## src/rtl/mux_pkg.sv

```systemverilog
// Shared definitions for the registered N:1 stream selector.
//   arb_mode_e : arbitration policy (FIXED priority or round robin)
//   idx_width  : channel-index width, never below 1 bit
package mux_pkg;

    typedef enum logic {
        FIXED = 1'b0,
        RR    = 1'b1
    } arb_mode_e;

    function automatic int idx_width(input int n);
        return (n <= 2) ? 1 : $clog2(n);
    endfunction

endpackage

```

## src/rtl/rr_pick.sv

```systemverilog
// Combinational first-set picker searching upward from a start index,
// wrapping N-1 -> 0. With start=0 this degenerates to fixed priority.
// Ports:
//   req     : request vector
//   start   : index searched first
//   gnt     : one-hot grant (zero when no request)
//   gnt_idx : index of the granted request
//   any     : at least one request present
module rr_pick
    import mux_pkg::*;
#(
    parameter  int N  = 4,
    localparam int CW = idx_width(N)
) (
    input  logic [N-1:0]  req,
    input  logic [CW-1:0] start,
    output logic [N-1:0]  gnt,
    output logic [CW-1:0] gnt_idx,
    output logic          any
);

    logic [2*N-1:0] w_rot;
    int             w_sum;

    // Rotating a doubled copy puts the start channel at bit 0, so the
    // search becomes a plain lowest-set-bit scan.
    assign w_rot = {req, req} >> start;

    always_comb begin
        any     = 1'b0;
        gnt_idx = '0;
        w_sum   = 0;
        for (int k = 0; k < N; k++) begin
            if (!any && w_rot[k]) begin
                any   = 1'b1;
                w_sum = int'(start) + k;
            end
        end
        if (w_sum >= N) begin
            w_sum = w_sum - N;
        end
        gnt_idx = CW'(w_sum);
        gnt     = any ? (N'(1) << gnt_idx) : '0;
    end

endmodule

```

## src/rtl/mux_arb_reg.sv

```systemverilog
// N-input valid/ready stream selector with fixed-priority or round-robin
// arbitration feeding a single registered output slot.
// Ports:
//   clk, reset          : clock, async active-high reset
//   mode                : FIXED (ch0 highest) or RR
//   in_valid/in_ready   : per-channel handshake, in_ready one-hot or zero
//   in_data             : packed per-channel data
//   out_valid/out_ready : output slot handshake
//   out_data/out_chan   : registered data and its source channel
module mux_arb_reg
    import mux_pkg::*;
#(
    parameter  int N     = 4,
    parameter  int WIDTH = 8,
    localparam int CW    = idx_width(N)
) (
    input  logic                      clk,
    input  logic                      reset,
    input  arb_mode_e                 mode,
    input  logic [N-1:0]              in_valid,
    output logic [N-1:0]              in_ready,
    input  logic [N-1:0][WIDTH-1:0]   in_data,
    output logic                      out_valid,
    input  logic                      out_ready,
    output logic [WIDTH-1:0]          out_data,
    output logic [CW-1:0]             out_chan
);

    logic             r_out_valid;
    logic [WIDTH-1:0] r_out_data;
    logic [CW-1:0]    r_out_chan;
    logic [CW-1:0]    r_ptr;

    logic             w_load_ok;
    logic             w_any;
    logic             w_xfer;
    logic [N-1:0]     w_gnt;
    logic [CW-1:0]    w_gnt_idx;
    logic [CW-1:0]    w_start;

    assign w_load_ok = !r_out_valid || out_ready;
    assign w_start   = (mode == RR) ? r_ptr : '0;

    rr_pick #(.N(N)) u_pick (
        .req     (in_valid),
        .start   (w_start),
        .gnt     (w_gnt),
        .gnt_idx (w_gnt_idx),
        .any     (w_any)
    );

    // The slot reads empty during reset, so reset must gate in_ready
    // explicitly or producers would see an accept that never lands.
    assign w_xfer   = w_any && w_load_ok && !reset;
    assign in_ready = (w_load_ok && !reset) ? w_gnt : '0;

    always_ff @(posedge clk or posedge reset) begin
        if (reset) begin
            r_out_valid <= 1'b0;
            r_out_data  <= '0;
            r_out_chan  <= '0;
            r_ptr       <= '0;
        end else begin
            if (w_xfer) begin
                r_out_valid <= 1'b1;
                r_out_data  <= in_data[w_gnt_idx];
                r_out_chan  <= w_gnt_idx;
                if (mode == RR) begin
                    r_ptr <= (w_gnt_idx == CW'(N - 1)) ? '0 : w_gnt_idx + 1'b1;
                end
            end else if (out_ready) begin
                r_out_valid <= 1'b0;
            end
        end
    end

    assign out_valid = r_out_valid;
    assign out_data  = r_out_data;
    assign out_chan  = r_out_chan;

endmodule

```

## config.mk

```make
export PLATFORM = sky130hd
export DESIGN_NAME = mux_arb_reg
export DESIGN_NICKNAME = d
export VERILOG_FILES = /design/src/rtl/mux_pkg.sv /design/src/rtl/rr_pick.sv /design/src/rtl/mux_arb_reg.sv
export SDC_FILE = /design/constraint.sdc
export NUM_CORES = 1
export LEC_CHECK = 0
export ABC_AREA = 1
export BUFFER_PORTS_ARGS = -buffer_cell sky130_fd_sc_hd__buf_2
export CORE_UTILIZATION = 40
export CTS_BUF_LIST = sky130_fd_sc_hd__clkbuf_4 sky130_fd_sc_hd__clkbuf_8 sky130_fd_sc_hd__clkbuf_16
export CTS_CLUSTER_DIAMETER = 150
export DETAILED_ROUTE_END_ITERATION = 8
export HOLD_SLACK_MARGIN = 0.08
export MAX_ROUTING_LAYER = met4
export PLACE_DENSITY = 0.68
export SYNTH_ARGS = -nofsm -noshare
export SYNTH_HDL_FRONTEND = slang
export SYNTH_SLANG_ARGS = --single-unit
```

## constraint.sdc

```tcl
create_clock -name clk -period 6.01 [get_ports clk]
set_clock_uncertainty 0.2 [all_clocks]
set_input_delay 1.202 -clock clk [delete_from_list [all_inputs] [get_ports clk]]
set_output_delay 1.202 -clock clk [all_outputs]
set_load 0.02 [all_outputs]
```

Yosys cells after proc, flatten, opt, wreduce, memory -nomap -nowiden
Cells that the tools add are included.

Register bits after elaboration: 13. Latch bits: 0. Memory bits (writable): 0. Bits in read-only memories: 0. Bits of input ports: 40. Output and inout port bits: 15. Word-level logic and storage cells: 45. Memories kept: 0.

$add $sub $neg: 5. $mul: 0. Divide/modulo/power cells: 0. $lt $le $gt $ge: 2. Eq/ne operators: 1. Shifts and indexed selects: 2. Multiplexer cells: 17. Bitwise operators: 0. Reductions and logical operators: 14.

Operators with widths (count): 2-to-1 mux 32 bit (3); >= comparator 32 x 4 -> 1 bit, second input constant (1); binary-select mux 8 bit (select 2 bit) (1); 2-to-1 mux 2 bit (4); 2-to-1 mux 4 bit (2); 2-to-1 mux 8 bit (1); >> shifter 8 x 2 -> 4 bit (1); adder 2 x 2 -> 3 bit, second input constant (2); logical AND 1 bit (6); 2-to-1 mux 1 bit (6); zero test 1 bit (5); << shifter 1 x 2 -> 4 bit, first input constant (1); adder 2 x 1 -> 3 bit, second input constant (1); less-than comparator 2 x 3 -> 1 bit, second input constant (1); adder 2 x 1 -> 2 bit, second input constant (1); equality test 2 bit, second input constant (1); AND reduction 2 bit (1); nonzero test 2 bit (1); subtractor 2 x 1 -> 2 bit, second input constant (1); logical OR 1 bit (1).

Logic depth before layout (Yosys ltp)
Gate-level depths: netlist of run 1.

Depth in word-level cells: 17. Depth in mapped cells: 16. Mapped depth without buffers: 14.

By module
Synthesis of run 1 repeated with hierarchy kept, for this count alone.

Cells, all modules: 229. Area total of the unflattened synthesis: 1343.8 um2.

Modules (own cells, without submodules): mux_arb_reg (instances 1, cells an instance 164, area an instance 997.2 um2, seq. area each 325.3 um2); rr_pick (instances 1, cells an instance 65, area an instance 346.6 um2, seq. area each 0.0 um2).

Worst setup path before layout of run 1
OpenSTA, ideal clock, no wires.

Path type: input to output. From: input port mode. To: output port in_ready[0]. Data arrival time: 2.672 ns. Data required time: 4.608 ns. Path slack: 1.936 ns. Stages: 11. Path buffers: 2. Cells stage by stage: buf_6 nand2_4 nand2_1 nand3_1 nand2_2 nand2_1 nor2_1 nand2_1 nand3_4 buf_2 nor3_1.

Cells in the longest elaborated chain, start to end: 17. Elaborated cells on any way between the ends: 25. Those cells by class: 4 x add/sub; 1 x order compare; 2 x shift; 12 x mux; 6 x reduce/logical.

RTL lines: start: declaration (line mux_arb_reg.sv:19) `input arb_mode_e mode,`; 2-to-1 mux 2 bit (*) (line mux_arb_reg.sv:42) `assign w_start = (mode == RR) ? r_ptr : '0;`; >> shifter 8 x 2 -> 4 bit (line rr_pick.sv:27) `assign w_rot = {req, req} >> start;`; 2-to-1 mux 1 bit (line rr_pick.sv:34) `if (!any && w_rot[k]) begin`; zero test 1 bit (line rr_pick.sv:34); logical AND 1 bit (line rr_pick.sv:34); 2-to-1 mux 1 bit (line rr_pick.sv:34); zero test 1 bit (line rr_pick.sv:34); logical AND 1 bit (line rr_pick.sv:34); 2-to-1 mux 1 bit (line rr_pick.sv:34); zero test 1 bit (line rr_pick.sv:34); logical AND 1 bit (line rr_pick.sv:34); 2-to-1 mux 32 bit (line rr_pick.sv:34); >= comparator 32 x 4 -> 1 bit / subtractor 2 x 1 -> 2 bit (equally long branches) (line rr_pick.sv:39, rr_pick.sv:40); 2-to-1 mux 2 bit (line rr_pick.sv:39) `if (w_sum >= N) begin`; << shifter 1 x 2 -> 4 bit (line rr_pick.sv:43) `gnt = any ? (N'(1) << gnt_idx) : '0;`; 2-to-1 mux 4 bit (*) (line rr_pick.sv:43); 2-to-1 mux 4 bit (*) (line mux_arb_reg.sv:55) `assign in_ready = (w_load_ok && !reset) ? w_gnt : '0;`; end: declaration (line mux_arb_reg.sv:21) `output logic [N-1:0] in_ready,`.

Mark *: on every way between the ends. The rest lies on a longest branch, timed or not.

Final worst setup path of run 1
From: input port mode. To: output port in_ready[3].

The elaborated chain is that of the path after synthesis.

==> results of run 1 <==
[kinds of logic (layout without fill, tap and decap cells)]
group / after synthesis / in the layout / share of synthesized area [%]
simple gates: 139 / 139 / 53.3
flops: 13 / 13 / 26.8
compound gates: 6 / 6 / 2.79
buf+inv: 41 / 93 / 16.1
fa+ha+maj: 1 / 1 / 1.03
[metal layers]
layer	vias to the layer above	share of wire (%)	track usage, %
li1	728	-	-
met1	606	50	27.8
met2	49	43	31.8
met3	2	6.5	2.72
met4	0	0.51	5.23
met5	-	0	-
[worst paths after layout]
path | startpoint | to | slack (ns) | cells past startpoint
worst max-delay path | mode | in_ready[3] | 1.47 | 13
worst min-delay path | out_chan[1]$_DFFE_PP0P_ | out_chan[1]$_DFFE_PP0P_ | 0.29 | 2
worst max register to register | r_ptr[0]$_DFFE_PP0P_ | r_ptr[1]$_DFFE_PP0P_ | 3.53 | 10
worst min register to register | out_chan[1]$_DFFE_PP0P_ | out_chan[1]$_DFFE_PP0P_ | 0.29 | 2
max in group asynchronous | reset | out_data[3]$_DFFE_PP0P_ | 4.44 | 2
min in group asynchronous | reset | out_chan[1]$_DFFE_PP0P_ | 0.78 | 2
[flip-flops by register name, summed over array words and instances, names as in the netlist]
| signal | flops |
|---|---|
| out_chan | 2 |
| out_data | 8 |
| r_ptr | 2 |
| out_valid | 1 |
[worst register-to-register path, delay by kind of cell (launching register included)]
kind,cells,cell delay [ns]
flip-flops,1,0.51
adder cells (fa/ha/maj),1,0.31
buffers and inverters,1,0.21
AO/OA/AOI/OAI,2,0.23
AND/OR/NAND/NOR,6,0.90
[cells in the mapped netlist]
library cell | n | area share (%)
nand2_2 | 7 | 3.6
ha_1 | 1 | 1.0
inv_4 | 1 | 0.52
nor2_1 | 7 | 2.2
buf_6 | 3 | 2.8
nand2_4 | 2 | 1.9
nand3_2 | 2 | 1.7
buf_2 | 1 | 0.41
nand3_1 | 42 | 17
nor3_1 | 1 | 0.41
o21ai_0 | 4 | 1.7
nand4_1 | 2 | 1.0
a21oi_2 | 1 | 0.72
buf_8 | 1 | 1.2
nor3_2 | 1 | 0.83
a21oi_1 | 1 | 0.41
nand3_4 | 1 | 1.4
nand2_1 | 74 | 23
inv_2 | 4 | 1.2
dfrtp_1 | 13 | 27
buf_4 | 1 | 0.62
inv_1 | 30 | 9.3
[layout by cell type (no fill, tap or decap)]
| cell type | synthesis | layout |
|---|---|---|
| a21oi_1 | 1 | 1 |
| a21oi_2 | 1 | 1 |
| buf_2 | 1 | 54 |
| clkbuf_4 | 0 | 4 |
| dfrtp_1 | 13 | 13 |
| ha_1 | 1 | 1 |
| inv_1 | 30 | 30 |
| inv_2 | 4 | 4 |
| inv_4 | 1 | 1 |
| nand2_1 | 74 | 74 |
| nand2_2 | 7 | 7 |
| nand2_4 | 2 | 2 |
| nand3_1 | 42 | 42 |
| nand3_2 | 2 | 2 |
| nand3_4 | 1 | 1 |
| nand4_1 | 2 | 2 |
| nor2_1 | 7 | 7 |
| nor3_1 | 1 | 1 |
| nor3_2 | 1 | 1 |
| o21ai_0 | 4 | 4 |
[power breakdown]
group / internal (mW) / switching, mW / total [mW]
Sequential: 0.127 / 0.0280 / 0.155
Combinational: 0.128 / 0.271 / 0.400
Clock: 0.0302 / 0.0300 / 0.0603
[area by class of cell]
class                      count  area share [%]
clock buffer                   4            2.02
inverter                      35            8.98
multi-input combinational    146            46.4
sequential                    13            21.8
tap                           31            2.60
timing repair buffer          54            18.1
[per-stage QoR]
stage	worst slack (ns)	hold slack [ns]	utilization [%]	power, mW
floorplan	1.94	0.375	-	0.490
global placement	1.49	0.267	52.1	0.556
detailed placement	1.45	0.273	52.1	0.559
CTS	1.45	0.293	53.1	0.621
global route	1.24	0.307	53.1	0.685
finish	1.47	0.291	53.1	0.615
==> reports/metrics.csv, run 1 <==
stage,metric,value,unit
grt,grt ovf,0,
logic_synthesis,post-synth design cell area,0.00121,mm²
floorplan,placement row count,19,
floorplan,die area,0.00326,mm²
setup_path,category of the worst setup path capture point,primary output,
placed_design,"Cell Area, Placed",0.00146,mm²
logic_synthesis,gate count of the mapped netlist,200,
setup_path,Worst path max stage delay,0.29,ns
placed_design,DP HPWL,2.29,mm
setup_path,worst path arrival time,3.13,ns
cells_and_area,FF+latch area,325,µm²
timing,Max Fclk,0.220,GHz
cts,CTS tree,done,
drt,via count normalized by instance count,4.89,
timing,post-layout min period,4.54,ns
floorplan,number of top-level pins,55,
cts,Clock Pin Slew Worst Setup and Hold Paths,0.08,ns
setup_path,crit-path cells,buf_2 > nand2_4 > nand2_1 > nand3_1 > nand2_2 > nand4_1 > nand2_2 > nand2_2 > inv_2 > ha_1 > inv_1 > nor2_1 > buf_2,
setup_path,worst path required time,4.61,ns
floorplan,total core area,0.00281,mm²
logic_synthesis,mean instance size in the synthesized netlist,6.06,µm²
timing,final-report max-slew violation count,0,
drt,vias post-DR,1385,
setup_path,most frequent cell on the critical path,nand2_2,
cells_and_area,area taken by multi-input logic gates,692,µm²
timing,post-route setup TNS,0,ns
power_and_ir_drop,peak supply drop,0.225,mV
cells_and_area,Area growth syn-to-layout,22.9,%
drt,post-route ant nets,0,
timing,worst slew margin relative to its limit,59.6,%
logic_synthesis,share of synthesized area occupied by flip-flops and latches,26.8,%
grt,maximum number of pins on one net before global-route repair,21,
logic_synthesis,number of library cell types mapped by synthesis,22,
placed_design,IO Port Bufs,54,
timing,Slew @ Worst Pin,0.606,ns
grt,vias in the first global route,1230,
logic_synthesis,Syn Nets,241,
timing,post-route fraction of the period consumed by the critical path,75.5,%
logic_synthesis,number of warning messages in the yosys log,0,
grt,initial antenna violation count,0,
cells_and_area,number of fill cells in the layout,304,
cells_and_area,non-filler instance count after layout,283,
outcome,failing checks,design-rule violations,
timing,final setup violation count,0,
placed_design,gp weighted congestion,0.870,
cts,Root Buffer Master,clkbuf_4,
setup_path,cell at the slowest stage of the critical path,inv_2,
logic_synthesis,register bit total from synthesis,13,
timing,"Hold Vio Cnt, Final",0,
grt,wire length of the first global-routing pass,5.13,mm
floorplan,vertical die dimension,57.1,µm
cts,H-tree depth,1,
setup_path,buffers and inverters on the worst path,4,
cts,CTS hold repair buffers,0,
power_and_ir_drop,leakage power figure,0.957,nW
setup_path,type of the worst setup path,input port to primary output,
timing,unrepaired setup endpoints after global routing,false,
drt,wire length per cell after detailed routing,10.4,µm
cts,insertion delay to the later sink of the worst-skew pair,0.27,ns
floorplan,Die W,57.1,µm
cts,CTS buffer count,3,
setup_path,"Max FO, Critical Path",20,
cells_and_area,diode insertion count for antenna repair,0,
drt,Pre-Repair DR Iteration Count,7,
cts,number of setup buffers added after CTS,0,
setup_path,startpoint class of the critical path,input port,
min_path,Tightest Hold Check Type,flop to flop,
cells_and_area,Nets,294,
floorplan,starting density of the core,43.2,%
cells_and_area,post-route cell area,0.00149,mm²
run,max_cap viols,0,
drt,number of DRC markers in iteration 0,75,
grt,GRT Util Overall,20.3,%
cts,count of instances resized after the clock tree is built,0,
cells_and_area,fraction of final layout cells sized beyond drive strength 1,30.6,%
cts,maximum root-to-sink buffer count,2,
setup_path,"Largest delay share family, worst path",simple AND/OR/NAND/NOR gates,
cts,total clock sinks,13,
drt,Remaining DRCs,4,
drt,routed wire length,2.95,mm
placed_design,placed insts,279,
outcome,status,finished with violations,
power_and_ir_drop,power per cell area,413,mW/mm²
Note: power is estimated with default switching activity, not from simulation.
==> inputs of run 2 (changes only) <==
==> constraint.sdc (replaced) <==
create_clock -name clk -period 4.35 [get_ports clk]
set_clock_uncertainty 0.2 [all_clocks]
set_input_delay 0.87 -clock clk [delete_from_list [all_inputs] [get_ports clk]]
set_output_delay 0.87 -clock clk [all_outputs]
set_load 0.02 [all_outputs]
==> reports/metrics.csv, run 2 (synthesis results as in run 1) <==
stage,metric,value,unit,change
setup_path,startpoint class of the critical path,input port,,
cts,number of setup buffers added after CTS,0,,unchanged
min_path,Tightest Hold Check Type,flop to flop,,
outcome,failing checks,design-rule violations,,
power_and_ir_drop,power per cell area,571,mW/mm²,+38%
floorplan,Die W,57.1,µm,unchanged
cts,insertion delay to the later sink of the worst-skew pair,0.26,ns,about the same
cells_and_area,final standard cell utilization of the core,53.7,%,+0.54 points
drt,routed wire length,2.80,mm,-5.1%
timing,final-report max-slew violation count,0,,unchanged
setup_path,category of the worst setup path capture point,primary output,,
grt,met1 routing resource usage after global routing,27.9,%,+0.040 points
placed_design,IO Port Bufs,54,,unchanged
placed_design,DP HPWL,2.20,mm,-4.1%
timing,post-layout min period,3.63,ns,
cts,CTS tree,done,,
timing,worst setup margin,0.721,ns,-0.754 ns
cts,H-tree depth,1,,unchanged
timing,worst hold-check slack,0.283,ns,-0.00823 ns
cells_and_area,Area growth syn-to-layout,24.1,%,
cts,Root Buffer Master,clkbuf_4,,
cts,Clock Pin Slew Worst Setup and Hold Paths,0.07,ns,about the same
timing,post-route fraction of the period consumed by the critical path,83.4,%,
timing,post-route setup TNS,0,ns,unchanged
timing,worst slew margin relative to its limit,79.7,%,+20 points
cells_and_area,fraction of final layout cells sized beyond drive strength 1,31.1,%,+0.55 points
setup_path,worst path required time,3.28,ns,-1.33 ns
cells_and_area,number of fill cells in the layout,317,,+4.3%
timing,"Hold Vio Cnt, Final",0,,unchanged
cts,maximum root-to-sink buffer count,2,,unchanged
grt,grt ovf,0,,unchanged
drt,Pre-Repair DR Iteration Count,6,,-1
cells_and_area,number of flip-flops under the largest register name,8,,unchanged
timing,Slew @ Worst Pin,0.304,ns,-0.302 ns
cts,total clock sinks,13,,unchanged
timing,unrepaired setup endpoints after global routing,false,,
drt,via count normalized by instance count,4.74,,-3.1%
cells_and_area,Nets,296,,+0.68%
grt,GRT Util Overall,18.9,%,-1.5 points
cells_and_area,most frequent cells in the layout,"nand2_1, buf_2, nand3_1",,
power_and_ir_drop,total power after layout,0.859,mW,+40%
drt,post-route ant nets,0,,unchanged
setup_path,type of the worst setup path,input port to primary output,,
power_and_ir_drop,peak supply drop,0.245,mV,+8.8%
grt,wire length of the first global-routing pass,4.81,mm,-6.2%
floorplan,die area,0.00326,mm²,unchanged
grt,global routing usage on met2,27.2,%,-4.5 points
cts,CTS hold repair buffers,0,,unchanged
grt,most used routing layer,met1,,
grt,maximum number of pins on one net before global-route repair,20,,-4.8%
floorplan,vertical die dimension,57.1,µm,unchanged
power_and_ir_drop,leakage power figure,0.967,nW,+0.99%
timing,Max Fclk,0.276,GHz,
grt,met3 track demand over resource,2.04,%,-0.68 points
setup_path,"Max FO, Critical Path",15,,-25%
drt,number of DRC markers in iteration 0,115,,+53%
cells_and_area,"commonest non-fill, non-tap cell in the layout",nand2_1,,
grt,initial antenna violation count,0,,unchanged
floorplan,placement row count,19,,unchanged
floorplan,number of top-level pins,55,,unchanged
floorplan,starting density of the core,43.2,%,unchanged
setup_path,worst path arrival time,2.56,ns,-0.57 ns
placed_design,gp weighted congestion,0.831,,-4.5%
cts,count of instances resized after the clock tree is built,0,,unchanged
timing,final setup violation count,0,,unchanged
grt,vias in the first global route,1123,,-8.7%
cts,CTS buffer count,3,,unchanged
cells_and_area,diode insertion count for antenna repair,0,,unchanged
run,max_cap viols,0,,unchanged
outcome,status,finished with violations,,
drt,vias post-DR,1352,,-2.4%
placed_design,setup slack at placement,0.709,ns,-0.744 ns
drt,Remaining DRCs,4,,unchanged
drt,wire length per cell after detailed routing,9.81,µm,-5.7%
floorplan,total core area,0.00281,mm²,unchanged
## run 2: cell types whose count changed in the layout (fill, tap and decap cells not counted)
cell / before / now
buf_4: 0 / 2
## run 2: critical path, cell delays in order
cell and delay [ns]:
buf_2 0.21, nand2_4 0.11, nand2_1 0.11, nand3_1 0.09
nand2_2 0.14, nand4_1 0.12, nand2_2 0.12, nand2_2 0.07
inv_2 0.21, ha_1 0.19, inv_1 0.05, nor2_1 0.09
buf_2 0.17
## run 2: path summary, 6_finish.rpt
kind | start | to | slack (ns) | cells past startpoint
worst min-delay path | out_data[5]$_DFFE_PP0P_ | out_data[5]$_DFFE_PP0P_ | 0.28 | 2
worst min register to register | out_data[5]$_DFFE_PP0P_ | out_data[5]$_DFFE_PP0P_ | 0.28 | 2
min in group asynchronous | reset | out_chan[0]$_DFFE_PP0P_ | 0.39 | 3
worst max register to register | r_ptr[0]$_DFFE_PP0P_ | out_data[0]$_DFFE_PP0P_ | 2.12 | 13
worst max-delay path | mode | in_ready[3] | 0.72 | 13
max in group asynchronous | reset | out_data[0]$_DFFE_PP0P_ | 3.39 | 3
## run 2: layout make-up
class                      instances  area [µm²]  area share (%)
multi-input combinational        146         692            46.0
sequential                        13         325            21.6
timing repair buffer              56         285            19.0
inverter                          35         134            8.89
tap                               31        38.8            2.58
clock buffer                       4        30.0            2.00
## run 2: layer usage
layer | vias up | wire length (µm)
met1 | 562 | 1350
met3 | 2 | 197
met2 | 60 | 1230
li1 | 728 | -
met5 | - | 0
met4 | 0 | 22
## run 2: power by group
group / switching [mW] / internal (mW) / total [mW]
Combinational: 0.380 / 0.185 / 0.565
Sequential: 0.0422 / 0.176 / 0.218
Clock: 0.0348 / 0.0417 / 0.0764
Total: 0.457 / 0.402 / 0.859
## run 2: through the flow
step,instances,cell area [µm²]
2_1_floorplan,200,1210
5_1_grt,285,1510
3_5_place_dp,281,1480
3_3_place_gp,281,1480
6_report,285,1510
4_1_cts,285,1510
==> inputs of run 3 (changes only) <==
==> constraint.sdc (replaced) <==
create_clock -name clk -period 3.8 [get_ports clk]
set_clock_uncertainty 0.2 [all_clocks]
set_input_delay 0.76 -clock clk [delete_from_list [all_inputs] [get_ports clk]]
set_output_delay 0.76 -clock clk [all_outputs]
set_load 0.02 [all_outputs]
==> reports/metrics.csv, run 3 (synthesis results as in run 1) <==
stage,metric,value,unit,change
outcome,status,finished with violations,,
outcome,failing checks,design-rule violations,,
timing,"Hold Vio Cnt, Final",0,,unchanged
cts,number of setup buffers added after CTS,0,,unchanged
cts,H-tree depth,1,,unchanged
cells_and_area,diode insertion count for antenna repair,0,,unchanged
setup_path,start of the worst register-to-register path,r_ptr[0]$_DFFE_PP0P_,,
drt,Remaining DRCs,4,,unchanged
grt,GRT Util Overall,19.3,%,+0.45 points
timing,post-route setup TNS,0,ns,unchanged
timing,final-report max-slew violation count,0,,unchanged
cells_and_area,"commonest non-fill, non-tap cell in the layout",nand2_1,,
placed_design,IO Port Bufs,54,,unchanged
drt,via count normalized by instance count,4.77,,+0.52%
timing,Slew @ Worst Pin,0.295,ns,-0.00840 ns
placed_design,setup slack at placement,0.426,ns,-0.283 ns
timing,Max Fclk,0.296,GHz,
timing,post-route fraction of the period consumed by the critical path,88.8,%,
floorplan,number of top-level pins,55,,unchanged
cts,count of instances resized after the clock tree is built,0,,unchanged
cells_and_area,number of fill cells in the layout,280,,-12%
setup_path,"Max FO, Critical Path",15,,unchanged
setup_path,category of the worst setup path capture point,primary output,,
drt,wire length per cell after detailed routing,10.0,µm,+2.3%
grt,initial antenna violation count,0,,unchanged
cells_and_area,number of flip-flops under the largest register name,8,,unchanged
run,max_cap viols,0,,unchanged
grt,maximum number of pins on one net before global-route repair,20,,unchanged
setup_path,worst path arrival time,2.41,ns,-0.15 ns
floorplan,starting density of the core,43.2,%,unchanged
cts,Root Buffer Master,clkbuf_4,,
timing,worst setup margin,0.427,ns,-0.293 ns
cells_and_area,fraction of final layout cells sized beyond drive strength 1,31.1,%,unchanged
floorplan,vertical die dimension,57.1,µm,unchanged
timing,post-layout min period,3.37,ns,
drt,Pre-Repair DR Iteration Count,6,,unchanged
grt,wire length of the first global-routing pass,4.83,mm,+0.44%
timing,unrepaired setup endpoints after global routing,false,,
cts,total clock sinks,13,,unchanged
floorplan,Die W,57.1,µm,unchanged
grt,grt ovf,0,,unchanged
cts,CTS hold repair buffers,0,,unchanged
floorplan,placement row count,19,,unchanged
min_path,Tightest Hold Check Type,input port to async pin,,
drt,number of DRC markers in iteration 0,70,,-39%
drt,routed wire length,2.86,mm,+2.3%
setup_path,startpoint class of the critical path,input port,,
grt,vias in the first global route,1142,,+1.7%
floorplan,die area,0.00326,mm²,unchanged
cts,CTS buffer count,3,,unchanged
cells_and_area,Nets,296,,unchanged
drt,post-route ant nets,0,,unchanged
power_and_ir_drop,leakage power figure,0.967,nW,unchanged
cells_and_area,most frequent cells in the layout,"nand2_1, buf_2, nand3_1",,
floorplan,total core area,0.00281,mm²,unchanged
cells_and_area,Area growth syn-to-layout,24.1,%,unchanged
drt,vias post-DR,1359,,+0.52%
setup_path,type of the worst setup path,input port to primary output,,
setup_path,worst path required time,2.84,ns,-0.44 ns
setup_path,source of the critical timing path,mode,,
power_and_ir_drop,peak supply drop,0.306,mV,+25%
cells_and_area,final standard cell utilization of the core,53.7,%,unchanged
timing,worst slew margin relative to its limit,80.3,%,+0.56 points
power_and_ir_drop,power per cell area,657,mW/mm²,+15%
cts,Clock Pin Slew Worst Setup and Hold Paths,0.08,ns,about the same
placed_design,gp weighted congestion,0.858,,+3.2%
placed_design,DP HPWL,2.27,mm,+3.1%
cts,insertion delay to the later sink of the worst-skew pair,0.27,ns,about the same
cts,maximum root-to-sink buffer count,2,,unchanged
cts,CTS tree,done,,
timing,final setup violation count,0,,unchanged
[run 3: cell counts in the layout (fill, tap and decap cells not counted)]
Identical to the previous run, type by type.
[run 3: final cells by class]
cell class,count,area [µm²],area share (%)
multi-input combinational,146,692,46.0
sequential,13,325,21.6
timing repair buffer,56,285,19.0
inverter,35,134,8.89
tap,31,38.8,2.58
clock buffer,4,30.0,2.00
[run 3: worst max-delay path: stages]
cell and delay [ns]:
buf_2 0.21, nand2_4 0.11, nand2_1 0.11, nand3_1 0.07
nand2_1 0.13, nand4_1 0.12, nand2_2 0.12, nand2_2 0.07
inv_2 0.21, ha_1 0.19, inv_1 0.05, nor2_1 0.09
buf_2 0.17
[run 3: per-stage QoR]
| stage | hold slack [ns] | cells | power (mW) | area (µm²) |
|---|---|---|---|---|
| 3_5_place_dp | 0.274 | 281 | 0.903 | 1480 |
| 4_1_cts | 0.272 | 285 | 0.998 | 1510 |
| 6_report | 0.270 | 285 | 0.989 | 1510 |
| 3_3_place_gp | 0.279 | 281 | 0.894 | 1480 |
| 2_1_floorplan | 0.375 | 200 | 0.775 | 1210 |
| 5_1_grt | 0.285 | 285 | 1.08 | 1510 |
[run 3: worst paths after layout]
path,depth (start not counted),slack [ns],endpoint
setup / recovery,13,0.43,in_ready[3]
hold / removal,3,0.27,out_valid$_DFFE_PP0P_
setup reg to reg,13,1.55,out_data[3]$_DFFE_PP0P_
hold reg to reg,2,0.30,out_data[7]$_DFFE_PP0P_
max in group asynchronous,3,2.96,out_data[4]$_DFFE_PP0P_
min in group clk,2,0.30,out_data[7]$_DFFE_PP0P_
[run 3: power breakdown]
| part | total (mW) | switching (mW) | internal [mW] |
|---|---|---|---|
| Combinational | 0.650 | 0.439 | 0.212 |
| Clock | 0.0911 | 0.0433 | 0.0478 |
| Sequential | 0.248 | 0.0468 | 0.201 |
[run 3: metal layers]
layer  wire length, µm  up-vias  global-route usage (%)
li1                  -      732                       -
met3               191        4                    2.27
met5                 0        -                       -
met2              1260       49                    31.3
met4                30        0                    6.27
met1              1380      574                    25.2
